**config.mk**
```make
export PLATFORM = sky130hd
export DESIGN_NAME = multicycle_ctrl
export DESIGN_NICKNAME = d
export VERILOG_FILES = /design/src/rtl/multicycle_ctrl.sv
export SDC_FILE = /design/constraint.sdc
export NUM_CORES = 1
export LEC_CHECK = 0
export CAP_MARGIN = 20
export CELL_PAD_IN_SITES_DETAIL_PLACEMENT = 2
export CELL_PAD_IN_SITES_GLOBAL_PLACEMENT = 2
export CORE_AREA = 2 2 105 82
export DETAILED_ROUTE_END_ITERATION = 8
export DIE_AREA = 0 0 107 84
export PLACE_DENSITY = 0.9
export SLEW_MARGIN = 40
export SYNTH_ARGS = -nofsm -noshare
export SYNTH_HDL_FRONTEND = slang
export SYNTH_SLANG_ARGS = --single-unit
export TNS_END_PERCENT = 100
```
**constraint.sdc**
```tcl
create_clock -name clk -period 3.59 [get_ports clk]
set_clock_uncertainty 0.1 [all_clocks]
set_input_delay 0.5385 -clock clk [delete_from_list [all_inputs] [get_ports clk]]
set_output_delay 0.5385 -clock clk [all_outputs]
set_load 0.1 [all_outputs]
```
**src/rtl/multicycle_ctrl.sv**
```systemverilog
// Multi-cycle MIPS sequencing controller: per-state datapath control,
// memory ready handshake, retired-instruction counter, sticky illegal flag.
module multicycle_ctrl #(
    parameter int unsigned CNT_W = 32
) (
    input  logic             clk,
    input  logic             reset,
    input  logic [5:0]       Option,
    input  logic [5:0]       Function,
    input  logic             Zero,
    input  logic             mem_ready,
    output logic             PCWrite,
    output logic             PCWriteCond,
    output logic             IorD,
    output logic             MemRead,
    output logic             MemWrite,
    output logic             IRWrite,
    output logic [1:0]       Regdst,
    output logic [1:0]       MemtoReg,
    output logic             Regwrite,
    output logic             ALUSrcA,
    output logic [1:0]       ALUSrcB,
    output logic [2:0]       ALUOp,
    output logic [1:0]       Sign,
    output logic [1:0]       PCSource,
    output logic [3:0]       state,
    output logic [CNT_W-1:0] retired,
    output logic             illegal
);

    typedef enum logic [3:0] {
        S_FETCH  = 4'd0,
        S_DECODE = 4'd1,
        S_MEMADR = 4'd2,
        S_MEMRD  = 4'd3,
        S_MEMWB  = 4'd4,
        S_MEMWR  = 4'd5,
        S_EXEC   = 4'd6,
        S_ALUWB  = 4'd7,
        S_BRANCH = 4'd8,
        S_JUMP   = 4'd9,
        S_JR     = 4'd10
    } state_t;

    localparam logic [5:0] OP_RTYPE = 6'b000000;
    localparam logic [5:0] OP_ORI   = 6'b001101;
    localparam logic [5:0] OP_LUI   = 6'b001111;
    localparam logic [5:0] OP_LW    = 6'b100011;
    localparam logic [5:0] OP_SW    = 6'b101011;
    localparam logic [5:0] OP_BEQ   = 6'b000100;
    localparam logic [5:0] OP_J     = 6'b000010;
    localparam logic [5:0] OP_JAL   = 6'b000011;
    localparam logic [5:0] FN_ADDU  = 6'b100001;
    localparam logic [5:0] FN_SUBU  = 6'b100011;
    localparam logic [5:0] FN_JR    = 6'b001000;

    localparam logic [2:0] ALU_ADD = 3'b000;
    localparam logic [2:0] ALU_SUB = 3'b001;
    localparam logic [2:0] ALU_OR  = 3'b010;
    localparam logic [2:0] ALU_LUI = 3'b011;

    state_t           state_q, state_d;
    logic [CNT_W-1:0] retired_q, retired_d;
    logic             illegal_q, illegal_d;

    logic is_rtype, is_addu, is_subu, is_jr;

    // Zero is only consumed by the datapath, qualified by PCWriteCond.
    logic unused_zero_c;
    assign unused_zero_c = Zero;

    // Instruction class decode from the held IR fields.
    always_comb begin
        is_rtype = (Option == OP_RTYPE);
        is_addu  = is_rtype && (Function == FN_ADDU);
        is_subu  = is_rtype && (Function == FN_SUBU);
        is_jr    = is_rtype && (Function == FN_JR);
    end

    // State, retired counter and sticky illegal flag registers.
    always_ff @(posedge clk or negedge reset) begin
        if (!reset) begin
            state_q   <= S_FETCH;
            retired_q <= '0;
            illegal_q <= 1'b0;
        end else begin
            state_q   <= state_d;
            retired_q <= retired_d;
            illegal_q <= illegal_d;
        end
    end

    // Next state, bookkeeping and per-state control outputs.
    always_comb begin
        state_d     = state_q;
        retired_d   = retired_q;
        illegal_d   = illegal_q;
        PCWrite     = 1'b0;
        PCWriteCond = 1'b0;
        IorD        = 1'b0;
        MemRead     = 1'b0;
        MemWrite    = 1'b0;
        IRWrite     = 1'b0;
        Regdst      = 2'b00;
        MemtoReg    = 2'b00;
        Regwrite    = 1'b0;
        ALUSrcA     = 1'b0;
        ALUSrcB     = 2'b00;
        ALUOp       = ALU_ADD;
        Sign        = 2'b00;
        PCSource    = 2'b00;

        case (state_q)
            S_FETCH: begin
                MemRead = 1'b1;
                ALUSrcB = 2'b01;
                IRWrite = mem_ready;
                PCWrite = mem_ready;
                if (mem_ready) state_d = S_DECODE;
            end
            S_DECODE: begin
                ALUSrcB = 2'b11;
                Sign    = 2'b10;
                if (Option == OP_LW || Option == OP_SW) begin
                    state_d = S_MEMADR;
                end else if (is_addu || is_subu || Option == OP_ORI || Option == OP_LUI) begin
                    state_d = S_EXEC;
                end else if (Option == OP_BEQ) begin
                    state_d = S_BRANCH;
                end else if (Option == OP_J || Option == OP_JAL) begin
                    state_d = S_JUMP;
                end else if (is_jr) begin
                    state_d = S_JR;
                end else begin
                    state_d   = S_FETCH;
                    illegal_d = 1'b1;
                end
            end
            S_MEMADR: begin
                ALUSrcA = 1'b1;
                ALUSrcB = 2'b10;
                Sign    = 2'b01;
                state_d = (Option == OP_SW) ? S_MEMWR : S_MEMRD;
            end
            S_MEMRD: begin
                IorD    = 1'b1;
                MemRead = 1'b1;
                if (mem_ready) state_d = S_MEMWB;
            end
            S_MEMWB: begin
                MemtoReg  = 2'b01;
                Regwrite  = 1'b1;
                state_d   = S_FETCH;
                retired_d = retired_q + CNT_W'(1);
            end
            S_MEMWR: begin
                IorD     = 1'b1;
                MemWrite = 1'b1;
                if (mem_ready) begin
                    state_d   = S_FETCH;
                    retired_d = retired_q + CNT_W'(1);
                end
            end
            S_EXEC: begin
                if (is_rtype) begin
                    ALUSrcA = 1'b1;
                    ALUOp   = is_subu ? ALU_SUB : ALU_ADD;
                end else if (Option == OP_ORI) begin
                    ALUSrcA = 1'b1;
                    ALUSrcB = 2'b10;
                    ALUOp   = ALU_OR;
                end else begin
                    ALUSrcB = 2'b10;
                    ALUOp   = ALU_LUI;
                end
                state_d = S_ALUWB;
            end
            S_ALUWB: begin
                Regwrite  = 1'b1;
                Regdst    = is_rtype ? 2'b01 : 2'b00;
                state_d   = S_FETCH;
                retired_d = retired_q + CNT_W'(1);
            end
            S_BRANCH: begin
                ALUSrcA     = 1'b1;
                ALUOp       = ALU_SUB;
                PCWriteCond = 1'b1;
                PCSource    = 2'b01;
                state_d     = S_FETCH;
                retired_d   = retired_q + CNT_W'(1);
            end
            S_JUMP: begin
                PCWrite  = 1'b1;
                PCSource = 2'b10;
                if (Option == OP_JAL) begin
                    Regwrite = 1'b1;
                    Regdst   = 2'b10;
                    MemtoReg = 2'b10;
                end
                state_d   = S_FETCH;
                retired_d = retired_q + CNT_W'(1);
            end
            S_JR: begin
                PCWrite   = 1'b1;
                PCSource  = 2'b11;
                state_d   = S_FETCH;
                retired_d = retired_q + CNT_W'(1);
            end
            default: state_d = S_FETCH;
        endcase

        // Reset kills any in-flight access immediately.
        if (!reset) begin
            PCWrite     = 1'b0;
            PCWriteCond = 1'b0;
            IorD        = 1'b0;
            MemRead     = 1'b0;
            MemWrite    = 1'b0;
            IRWrite     = 1'b0;
            Regdst      = 2'b00;
            MemtoReg    = 2'b00;
            Regwrite    = 1'b0;
            ALUSrcA     = 1'b0;
            ALUSrcB     = 2'b00;
            ALUOp       = ALU_ADD;
            Sign        = 2'b00;
            PCSource    = 2'b00;
        end
    end

    assign state   = state_q;
    assign retired = retired_q;
    assign illegal = illegal_q;

endmodule

```
# Word level (Yosys, flattened, before mapping)
# Cells that the tools add are included.
[classes]
bitwise = 5
n_addsub = 1
eq_ne = 23
reduce_logical = 20
mux = 49
[op_table]
columns = ["op", "n"]
rows = [
  ["$pmux 32 s2", 1],
  ["$add 32x1->32 const B", 1],
  ["$mux 32", 1],
  ["$mux 4", 8],
  ["$eq 6x6->1 const B", 4],
  ["$pmux 4 s6", 1],
  ["$mux 1", 19],
  ["$eq 6x4->1 const B", 3],
  ["$eq 4x3->1 const B", 4],
  ["$mux 2", 8],
  ["$pmux 2 s2", 4],
  ["$eq 4x4->1 const B", 3],
  ["$eq 6x2->1 const B", 2],
  ["$reduce_or 2->1", 5],
  ["$eq 4x2->1 const B", 2],
  ["$pmux 2 s4", 1],
  ["$eq 6x3->1 const B", 1],
  ["$logic_not 6->1", 1],
  ["$mux 3", 2],
  ["$ne 2x2->1 const B", 3],
  ["$pmux 1 s2", 3],
  ["$pmux 2 s3", 1],
  ["$reduce_and 6->1", 1],
  ["$logic_or 1x1->1", 5],
  ["8 further kinds", 14],
]
[totals]
elab_cells = 101
reg_bits = 37
input_bits = 16
out_inout_bits = 58

# Depth between registers and ports, before layout
# Gate-level depths: netlist (run 1).
[depth]
word_depth = 8
mapped_depth = 7
depth_no_buf = 6

# Worst setup path before layout (run 1)
# No wires, ideal clock.
[synth_path]
path_type = "flip-flop to output port"
start = "register state_q[1] (netlist: state[1])"
end = "output PCWrite"
stages_incl_launch_ff = 5
path_slack_ps = -2350
path_buffers = 2
t_arrival_ps = 5301
t_required_ps = 2951
cell_sequence = "dfrtp_1 > buf_2 > buf_1 > nor4b_1 > or2_2"
[synth_via]
elab_chain_cells = 4
[synth_lines]
columns = ["element", "line_no", "text"]
rows = [
  ["start, declared", "62", "state_t state_q, state_d;"],
  ["start signal, assigned", "87", "state_q <= state_d;"],
  ["$eq 4x4->1", "113", "case (state_q)"],
  ["$reduce_or 2->1 (no line)", "n/a", ""],
  ["$pmux 1 s2 *", "113", ""],
  ["$mux 1 *", "213", "if (!reset) begin"],
  ["end, declared", "12", "output logic PCWrite,"],
]
# Mark *: on every way between the ends. The rest lies on a longest branch, timed or not.

# Worst setup path after layout (run 1)
[layout_path]
start = "input Option[5]"
end = "output ALUOp[0]"
[layout_via]
elab_chain_cells = 6
[layout_lines]
columns = ["element", "line_no", "text"]
rows = [
  ["start, declared", "8", "input logic [5:0] Option,"],
  ["$logic_not 6->1", "74", "is_rtype = (Option == OP_RTYPE);"],
  ["$logic_and 1x1->1", "76", "is_subu = is_rtype && (Function == FN_SUBU);"],
  ["$mux 1", "167", "ALUOp = is_subu ? ALU_SUB : ALU_ADD;"],
  ["$mux 2 *", "165", "if (is_rtype) begin"],
  ["$pmux 2 s2 *", "113", ""],
  ["$mux 3 *", "213", ""],
  ["end, declared", "23", "output logic [2:0] ALUOp,"],
]
# Marks and branches as above.

==> results of run 1 <==
## logic make-up after synthesis
group / count (synthesis) / synth area share [%]
flops: 37 / 42.7
compound gates: 28 / 9.12
xor+xnor: 33 / 13.7
other cells: 1 / 0.173
simple gates: 120 / 30.1
buf+inv: 15 / 3.17
fa+ha+maj: 1 / 0.577
mux: 1 / 0.519
## metrics by stage
stage	setup TNS [ps]	power (mW)	hold WS, ps	cells	instance area, µm²
3_3_place_gp	0	1.16	355	409	3140
4_1_cts	0	1.44	259	415	3050
6_report	0	1.42	248	415	3050
3_5_place_dp	0	1.16	361	409	2970
5_1_grt	0	1.49	281	415	3050
2_1_floorplan	-1330	0.994	143	236	2230
## registers in the layout (all words and copies together) (netlist names)
signal / cells
illegal: 1
retired: 32
state: 4
## layout by cell type (no fill, tap or decap), drive strengths merged, types with 2 or more instances in the layout
master	count
or2	3
nand2b	5
xor2	18
a21oi	9
nand2	24
and2	3
o21ai	4
dfrtp	37
inv	6
clkdlybuf4s50	13
nor2	14
buf	61
a41o	2
nand3b	3
nand4b	2
and3	4
nand3	15
nor3	20
xnor2	15
nor3b	3
nor4	7
clkbuf	5
nand4	7
nor4b	3
o31ai	2
o21bai	2
nor2b	3
## report_power, final
part | internal [mW] | leakage (nW) | total [mW] | switching, mW
logic | 0.147 | 0.914 | 0.666 | 0.518
clock network | 0.128 | 0.0399 | 0.272 | 0.144
registers | 0.446 | 0.491 | 0.483 | 0.0373
## Yosys cell counts (2+ instances only)
| master | count | share of area [%] |
|---|---|---|
| nor3_1 | 20 | 4.6 |
| or2_2 | 3 | 0.87 |
| nand4b_1 | 2 | 0.81 |
| inv_1 | 6 | 1.0 |
| a21oi_1 | 9 | 2.1 |
| nor3b_1 | 3 | 1.0 |
| clkbuf_1 | 5 | 0.87 |
| nor4_1 | 7 | 2.0 |
| xor2_1 | 18 | 7.3 |
| nor2b_1 | 3 | 0.87 |
| dfrtp_1 | 37 | 43 |
| nand4_1 | 5 | 1.4 |
| nand2b_1 | 5 | 1.4 |
| and3_1 | 4 | 1.2 |
| o21ai_0 | 4 | 0.92 |
| nor2_1 | 14 | 2.4 |
| o21bai_1 | 2 | 0.69 |
| nand3b_1 | 3 | 1.0 |
| a41o_1 | 2 | 0.92 |
| and2_1 | 3 | 0.87 |
| nand2_1 | 24 | 4.2 |
| nand4_2 | 2 | 1.2 |
| o31ai_1 | 2 | 0.69 |
| nand3_1 | 15 | 3.5 |
| xnor2_1 | 14 | 5.7 |
| nor4b_1 | 3 | 1.2 |
## cell type report
cell class                 count  area, µm²
fill                         921       5050
multi-input combinational    184       1230
sequential                    37        926
timing repair buffer          74        653
tap                          108        135
clock buffer                   5       68.8
inverter                       6       22.5
clock inverter                 1       5.00
## worst max path at each step
stage                     startpoint       end  slack [ps]  cells past startpoint
after floorplan             state[3]   PCWrite        -670                      4
after global placement     Option[5]  ALUOp[0]         640                      7
after detailed placement   Option[5]  ALUOp[0]         540                      7
after CTS                  Option[5]  ALUOp[0]         540                      7
after global routing       Option[0]  ALUOp[0]         390                      7
final                      Option[5]  ALUOp[0]         540                      7
## worst max-delay path, delay by kind of cell
family | cells | cell delay (ps)
buf+inv | 2 | 700
compound gates | 2 | 250
simple gates | 3 | 930
## per-layer routing
layer  part of all wire, %  up-vias  GRT usage (%)
li1                      -      982              -
met1                    44     1089           22.7
met2                    53       27           31.7
met3                   2.4        7           3.20
met4                  0.69        0           2.83
met5                     0        -              0
==> results.py, run 1 <==
metrics = {
    "outcome": {
        "run_status": "finished clean",
    },
    "finish": {
        "drive_above_1_share_pct": 27.7,
        "fin_nets": 325,
        "area_delta_synth_final_pct": 40.5,
        "fin_util_pct": 37.6,
        "antenna_cells": 0,
    },
    "floorplanning": {
        "boundaryPins": 74,
        "die_h_um": 84,
        "fp.dieArea_um2": 8990,
        "core_area_um2": 8090,
        "rows": 29,
        "dieWidth_um": 107,
        "start_util_pct": 26.8,
    },
    "cts": {
        "cts_made_buffers": 5,
        "cts-resized-gates": 0,
        "clock-root-buffer": "clkbuf_8",
        "clkSinkCount": 37,
        "ctsHoldBuffers": 0,
        "path_clk_slew_ps": 70,
        "clockBufferDepth": 2,
        "post_cts_buffers": 0,
        "clock_latency_ps": 290,
        "cts_tree": "done",
        "htree_levels": 2,
    },
    "sta": {
        "final_max_slew_viol_count": 0,
        "hold_viol_final": 0,
        "max-slew-margin-rel_pct": 54.7,
        "worst_pin_slew_ps": 680,
        "fmaxAchievable_mhz": 328,
        "timing.final.crit_share_pct": 85.0,
        "period_needed_ps": 3050,
        "finalSetupViolCount": 0,
        "setup_slack_ps": 539,
        "rsz0062_at_grt": "no",
    },
    "synthesis": {
        "synth-seq-cells": 37,
        "synth_cells": 236,
        "synth_fp_nets": 253,
        "ys_types": 47,
        "yosys_warnings": 0,
        "syn_area_um2": 2170,
        "synth_area_per_cell_um2": 9.19,
        "synthArstFlopShare_pct": 100,
        "ys_seq_area_share_pct": 42.7,
        "synth-edff-count": 0,
        "ys.flop_type": "dfrtp_1",
    },
    "route": {
        "wl_per_cell_um": 18.2,
        "ant_nets": 0,
        "drc_errors": 0,
        "finalWirelength_um": 7560,
        "drt_first_pass_iters": 4,
        "vias": 2105,
        "via_per_inst": 5.07,
        "drt-initial-drc-count": 88,
    },
    "worst_hold_path": {
        "min_path_type": "input port to asynchronous set/reset pin",
    },
    "power_and_ir_drop": {
        "cellPowerDensity_nw_per_um2": 467,
        "p_leak_nw": 1.44,
        "vdd_ir_drop_max_mv": 0.366,
    },
    "place": {
        "hpwl_um": 5790,
        "dpl_worst_slack_ps": 542,
        "gp_congestion": 0.753,
        "portBuffers": 71,
    },
    "worst_setup_path": {
        "r2r_cells": 5,
        "cp.required_ps": 2950,
        "path_cells": "clkdlybuf4s50_1 -> nor3_1 -> nand2_1 -> nor2_1 -> a21oi_1 -> o21bai_2 -> buf_12",
        "cp_slowest_stage_delay_ps": 510,
        "rr_startpoint": "state[2]",
        "start_kind": "input port",
        "critPathSlowestCell": "clkdlybuf4s50_1",
        "crit_path_end_kind": "output port",
        "crit_arrival_ps": 2410,
        "r2r_end": "retired[27]",
        "rrSetupSlack_ps": 1160,
        "worst-path-max-fanout": 6,
        "critPathKind": "input port to output port",
    },
    "global_routing": {
        "grt_max_degree": 40,
        "grt_pass1_vias": 2289,
        "grt_overflow": 0,
        "antenna_found_initial": 0,
        "grt_pass1_wl_um": 12700,
        "grt.total_usage_pct": 17.7,
    },
    "flow_run": {
        "cap_viol_max_count": 0,
    },
}
No activity file was read; power rests on OpenSTA's default activity.
==> run 2, diff against run 1 <==
- CORE_AREA: 2 2 105 82 -> 2 2 113 88
- DIE_AREA: 0 0 107 84 -> 0 0 115 90
- PLACE_DENSITY: 0.9 -> 0.83
- clock period: 3.59 -> 2.6 ns (I/O delays scaled with it)
==> run 2 against run 1 <==
Net effect:
- count of clock-buffer cells in the layout is 2 higher
- critical path depth is 1 lower
- non-clock buffer count is 13 higher
- register-to-register slack worse by 710 ps
- largest power group unchanged
- power is 70% higher
- critical endpoint is now MemtoReg[1]
- via count is 0.67% higher
==> results.py, run 2 (synthesized netlist as in run 1, its figures left out) <==
metrics = {
    "power_and_ir_drop": {
        "share_seq_of_total_power_pct": 29.8,
        "power_frac_clock_pct": 29.3,
        "intPower_mw": 1.39,
        "switchingPower_mw": 1.02,
        "cellPowerDensity_nw_per_um2": 678,
        "p_leak_nw": 1.60,
        "vdd_ir_drop_max_mv": 0.599,
        "combPwrFrac_pct": 40.9,
        "switching_share_pct": 42.5,
    },
    "worst_setup_path": {
        "cp.buffers_inverters": 3,
        "critPathKind": "input port to output port",
        "critPathSlowestCell": "clkdlybuf4s50_1",
        "path_cells": "clkdlybuf4s50_1 -> nor3_2 -> nand3_2 -> nor3_4 -> buf_4 -> buf_12",
        "r2r_cells": 5,
        "crit_arrival_ps": 2000,
        "worst-path-max-fanout": 6,
        "start_kind": "input port",
        "r2r_end": "retired[24]",
        "cp_top_family": "buffers and inverters",
        "crit_path_end_kind": "output port",
        "rr_startpoint": "state[0]",
        "rrSetupSlack_ps": 450,
        "cp_slowest_stage_delay_ps": 570,
        "cp.required_ps": 2110,
    },
    "cts": {
        "clkSinkCount": 37,
        "htree_levels": 2,
        "cts_made_buffers": 5,
        "clockBufferDepth": 2,
        "cts_tree": "done",
        "path_clk_slew_ps": 60,
        "clock_latency_ps": 280,
        "clock-root-buffer": "clkbuf_16",
    },
    "global_routing": {
        "grt_pass1_vias": 2400,
        "antenna_found_initial": 0,
        "grt.total_usage_pct": 15.3,
        "grt_pass1_wl_um": 12800,
        "grt_overflow": 0,
        "grt_max_degree": 38,
    },
    "finish": {
        "final_common_cell": "buf_4",
        "fin_nets": 338,
        "area_delta_synth_final_pct": 63.8,
        "n_fill_cell": 1000,
        "finalNonFillerCells": 437,
        "antenna_cells": 0,
        "drive_above_1_share_pct": 35.7,
        "largest_register_ffs": 32,
        "fin_util_pct": 38.2,
        "mostFrequentLayoutCells": "buf_4, dfrtp_1, nand2_1, buf_12, xor2_1",
    },
    "route": {
        "vias": 2119,
        "via_per_inst": 4.85,
        "drt_first_pass_iters": 4,
        "ant_nets": 0,
        "finalWirelength_um": 7500,
        "drc_errors": 0,
        "drt-initial-drc-count": 62,
        "wl_per_cell_um": 17.2,
    },
    "floorplanning": {
        "boundaryPins": 74,
        "fp.dieArea_um2": 10400,
        "dieWidth_um": 115,
        "core_area_um2": 9310,
        "die_h_um": 90,
        "start_util_pct": 23.3,
        "rows": 31,
    },
    "sta": {
        "fin_setup_tns_ps": 0,
        "hold_viol_final": 0,
        "finalSetupViolCount": 0,
        "timing.final.crit_share_pct": 95.8,
        "holdWs_ps": 159,
        "final_max_slew_viol_count": 0,
        "fmaxAchievable_mhz": 402,
        "rsz0062_at_grt": "no",
        "setup_slack_ps": 109,
        "period_needed_ps": 2490,
    },
    "outcome": {
        "run_status": "finished clean",
    },
    "place": {
        "gp_congestion": 0.752,
        "portBuffers": 71,
        "dp.cells": 427,
        "dpl_worst_slack_ps": -29.8,
        "hpwl_um": 5750,
    },
    "flow_run": {
        "cap_viol_max_count": 0,
    },
    "worst_hold_path": {
        "min_path_type": "input port to asynchronous set/reset pin",
    },
}
==> run 2: cell types whose count changed in the layout (fill, tap and decap cells not counted), sizes merged <==
cell         change
clkbuf           +2
buf             +12
bufinv           +1
clkinv           -1
dlygate4sd3      +1
==> run 2: area by class of cell <==
class / instances / area (µm²) / share of cell area, %
clock inverter: 1 / 30.0 / 0.845
multi-input combinational: 184 / 1340 / 37.7
inverter: 6 / 22.5 / 0.634
tap: 115 / 144 / 4.05
timing repair buffer: 87 / 936 / 26.3
sequential: 37 / 938 / 26.4
clock buffer: 7 / 143 / 4.02
==> run 2: power by group through the flow <==
stage / clock network, mW / registers (mW) / logic, mW
finish: 0.706 / 0.719 / 0.984
global route: 0.750 / 0.732 / 1.03
CTS: 0.729 / 0.722 / 0.994
detailed placement: 0 / 0.732 / 0.990
global placement: 0 / 0.725 / 0.965
floorplan: 0 / 0.970 / 0.445
==> run 2: metrics by stage <==
stage / area [µm²] / total power, mW
detailed placement: 3340 / 1.72
finish: 3550 / 2.41
global placement: 3340 / 1.69
global route: 3550 / 2.51
floorplan: 2350 / 1.41
CTS: 3520 / 2.44
==> run 2: worst reg2reg max path, delay by kind of cell (launching register included) <==
kind	cells	cell delay (ps)
flops	1	560
xor+xnor	2	430
simple gates	2	680
compound gates	1	300
==> run 2: timing repair <==
action                                  4_1_cts  5_1_grt
endpoints found under the hold margin         1        0
endpoints found under the setup margin        2        6
resized for setup                             1        4
buffers inserted                              0        1
hold buffers                                  1        0
==> run 2: how the worst max path moves through the flow <==
stage,startpoint,end,slack [ps],cells past startpoint
after floorplan,state[3],PCWrite,-430,4
after global placement,Option[4],Regdst[0],70,6
after detailed placement,Option[4],Regdst[0],-30,6
after CTS,Option[4],MemtoReg[1],10,6
after global routing,Option[4],MemtoReg[1],2,6
final,Option[4],MemtoReg[1],110,6
==> run 2: layer usage <==
layer	wire, µm	track usage [%]	vias up
met3	224	2.16	5
met2	3770	25.5	37
met1	3460	21.1	1071
met4	40	3.01	0
li1	-	-	1006
met5	0	0	-
==> run 3, diff against run 2 <==
- CAP_MARGIN: 20 -> 0
- SKIP_CTS_REPAIR_TIMING: unset -> 1
- SLEW_MARGIN: 40 -> unset
==> run 3 against run 2 <==
Net effect:
- register-to-register slack about the same
- count of clock-buffer cells in the layout unchanged
- first-iteration DRC count increased by 29%
- die area unchanged
- sequential share of layout area increased by 0.056 points
- critical path depth decreased by 2
- critical endpoint is now ALUOp[0]
- largest cell class unchanged
==> results.py, run 3 (synthesized netlist as in run 1, its figures left out) <==
metrics = {
    "outcome": {
        "run_status": "finished clean",
    },
    "worst_setup_path": {
        "crit_arrival_ps": 2010,
        "r2r_end": "retired[24]",
        "crit_path_end": "ALUOp[0]",
        "crit_path_start": "state[2]",
        "cp.required_ps": 2110,
        "cp.buffers_inverters": 1,
        "r2r_cells": 5,
        "cp_slowest_stage_delay_ps": 590,
        "critPathKind": "flop to output port",
        "path_cells": "nand3b_1 -> nor3_4 -> o21bai_4 -> buf_12",
        "rr_startpoint": "state[0]",
        "worst-path-max-fanout": 22,
        "crit_path_end_kind": "output port",
        "start_kind": "flop",
        "critPathSlowestCell": "dfrtp_4",
        "cp_top_family": "simple AND/OR/NAND/NOR gates",
        "worstSetupPathDepth": 4,
        "rrSetupSlack_ps": 450,
    },
    "route": {
        "ant_nets": 0,
        "finalWirelength_um": 7510,
        "via_per_inst": 4.87,
        "vias": 2124,
        "drt-initial-drc-count": 80,
        "drc_errors": 0,
        "drt_first_pass_iters": 4,
        "wl_per_cell_um": 17.2,
    },
    "power_and_ir_drop": {
        "cellPowerDensity_nw_per_um2": 680,
        "p_leak_nw": 1.59,
        "vdd_ir_drop_max_mv": 0.599,
    },
    "sta": {
        "final_max_slew_viol_count": 0,
        "timing.final.crit_share_pct": 96.3,
        "rsz0062_at_grt": "yes",
        "hold_viol_final": 0,
        "finalSetupViolCount": 0,
        "fmaxAchievable_mhz": 399,
        "setup_slack_ps": 96.7,
        "holdWs_ps": 156,
        "fin_setup_tns_ps": 0,
        "period_needed_ps": 2500,
    },
    "finish": {
        "largest_register_ffs": 32,
        "regArea_um2": 938,
        "mostFrequentLayoutCells": "buf_4, dfrtp_1, nand2_1, buf_12, xor2_1",
        "fin_nets": 337,
        "fin_util_pct": 38.1,
        "multi_input_area_um2": 1340,
        "final_common_cell": "buf_4",
        "n_fill_cell": 1004,
        "antenna_cells": 0,
        "drive_above_1_share_pct": 35.5,
        "area_delta_synth_final_pct": 63.5,
    },
    "place": {
        "portBuffers": 71,
        "hpwl_um": 5750,
        "dpl_worst_slack_ps": -29.8,
        "gp_congestion": 0.752,
    },
    "floorplanning": {
        "dieWidth_um": 115,
        "boundaryPins": 74,
        "core_area_um2": 9310,
        "fp.dieArea_um2": 10400,
        "rows": 31,
        "die_h_um": 90,
        "start_util_pct": 23.3,
    },
    "global_routing": {
        "grt_max_degree": 38,
        "grt_pass1_wl_um": 12700,
        "grt_overflow": 0,
        "antenna_found_initial": 0,
        "use_met2_pct": 25.3,
        "grt_busiest_layer": "met2",
        "met3_usage_pct": 2.16,
        "grt_pass1_vias": 2386,
        "use_met1_pct": 20.9,
        "grt.total_usage_pct": 15.2,
    },
    "flow_run": {
        "cap_viol_max_count": 0,
    },
    "cts": {
        "path_clk_slew_ps": 60,
        "clockBufferDepth": 2,
        "htree_levels": 2,
        "cts_made_buffers": 5,
        "clock-root-buffer": "clkbuf_16",
        "clock_latency_ps": 280,
        "clkSinkCount": 37,
        "cts_tree": "done",
    },
    "worst_hold_path": {
        "min_path_type": "input port to asynchronous set/reset pin",
    },
}
## run 3: how the worst min path moves through the flow
stage | from | to
after floorplan | reset | illegal
after global placement | reset | state[1]
after detailed placement | reset | state[1]
after CTS | reset | state[1]
after global routing | reset | retired[26]
final | reset | retired[24]
## run 3: per-stage QoR
stage	instances	area, µm²	total power [mW]
floorplan	236	2350	1.41
global placement	427	3340	1.69
detailed placement	427	3340	1.72
CTS	435	3510	2.44
global route	436	3540	2.51
finish	436	3540	2.41
## run 3: final cells by class
type	count	area share, %
clock inverter	1	0.847
tap	115	4.06
inverter	6	0.635
sequential	37	26.5
clock buffer	7	4.02
timing repair buffer	86	26.2
multi-input combinational	184	37.8
## run 3: metal layers
metal,wire (µm),share of wire [%]
met1,3400,45
met2,3800,51
met3,265,3.5
met4,40,0.53
met5,0,0
## run 3: where the power goes
| group | internal (mW) | switching (mW) | total, mW | leakage, nW |
|---|---|---|---|---|
| Combinational | 0.286 | 0.698 | 0.984 | 1.02 |
| Sequential | 0.620 | 0.0994 | 0.719 | 0.484 |
| Clock | 0.479 | 0.227 | 0.706 | 0.0841 |
## run 3: worst reg2reg max path, delay by kind of cell (launching register included)
family	cells	cell delay, ps
xor gates and xnor gates	2	430
and+or+nand+nor	2	680
DFF	1	560
AOI/OAI and AO/OA	1	300
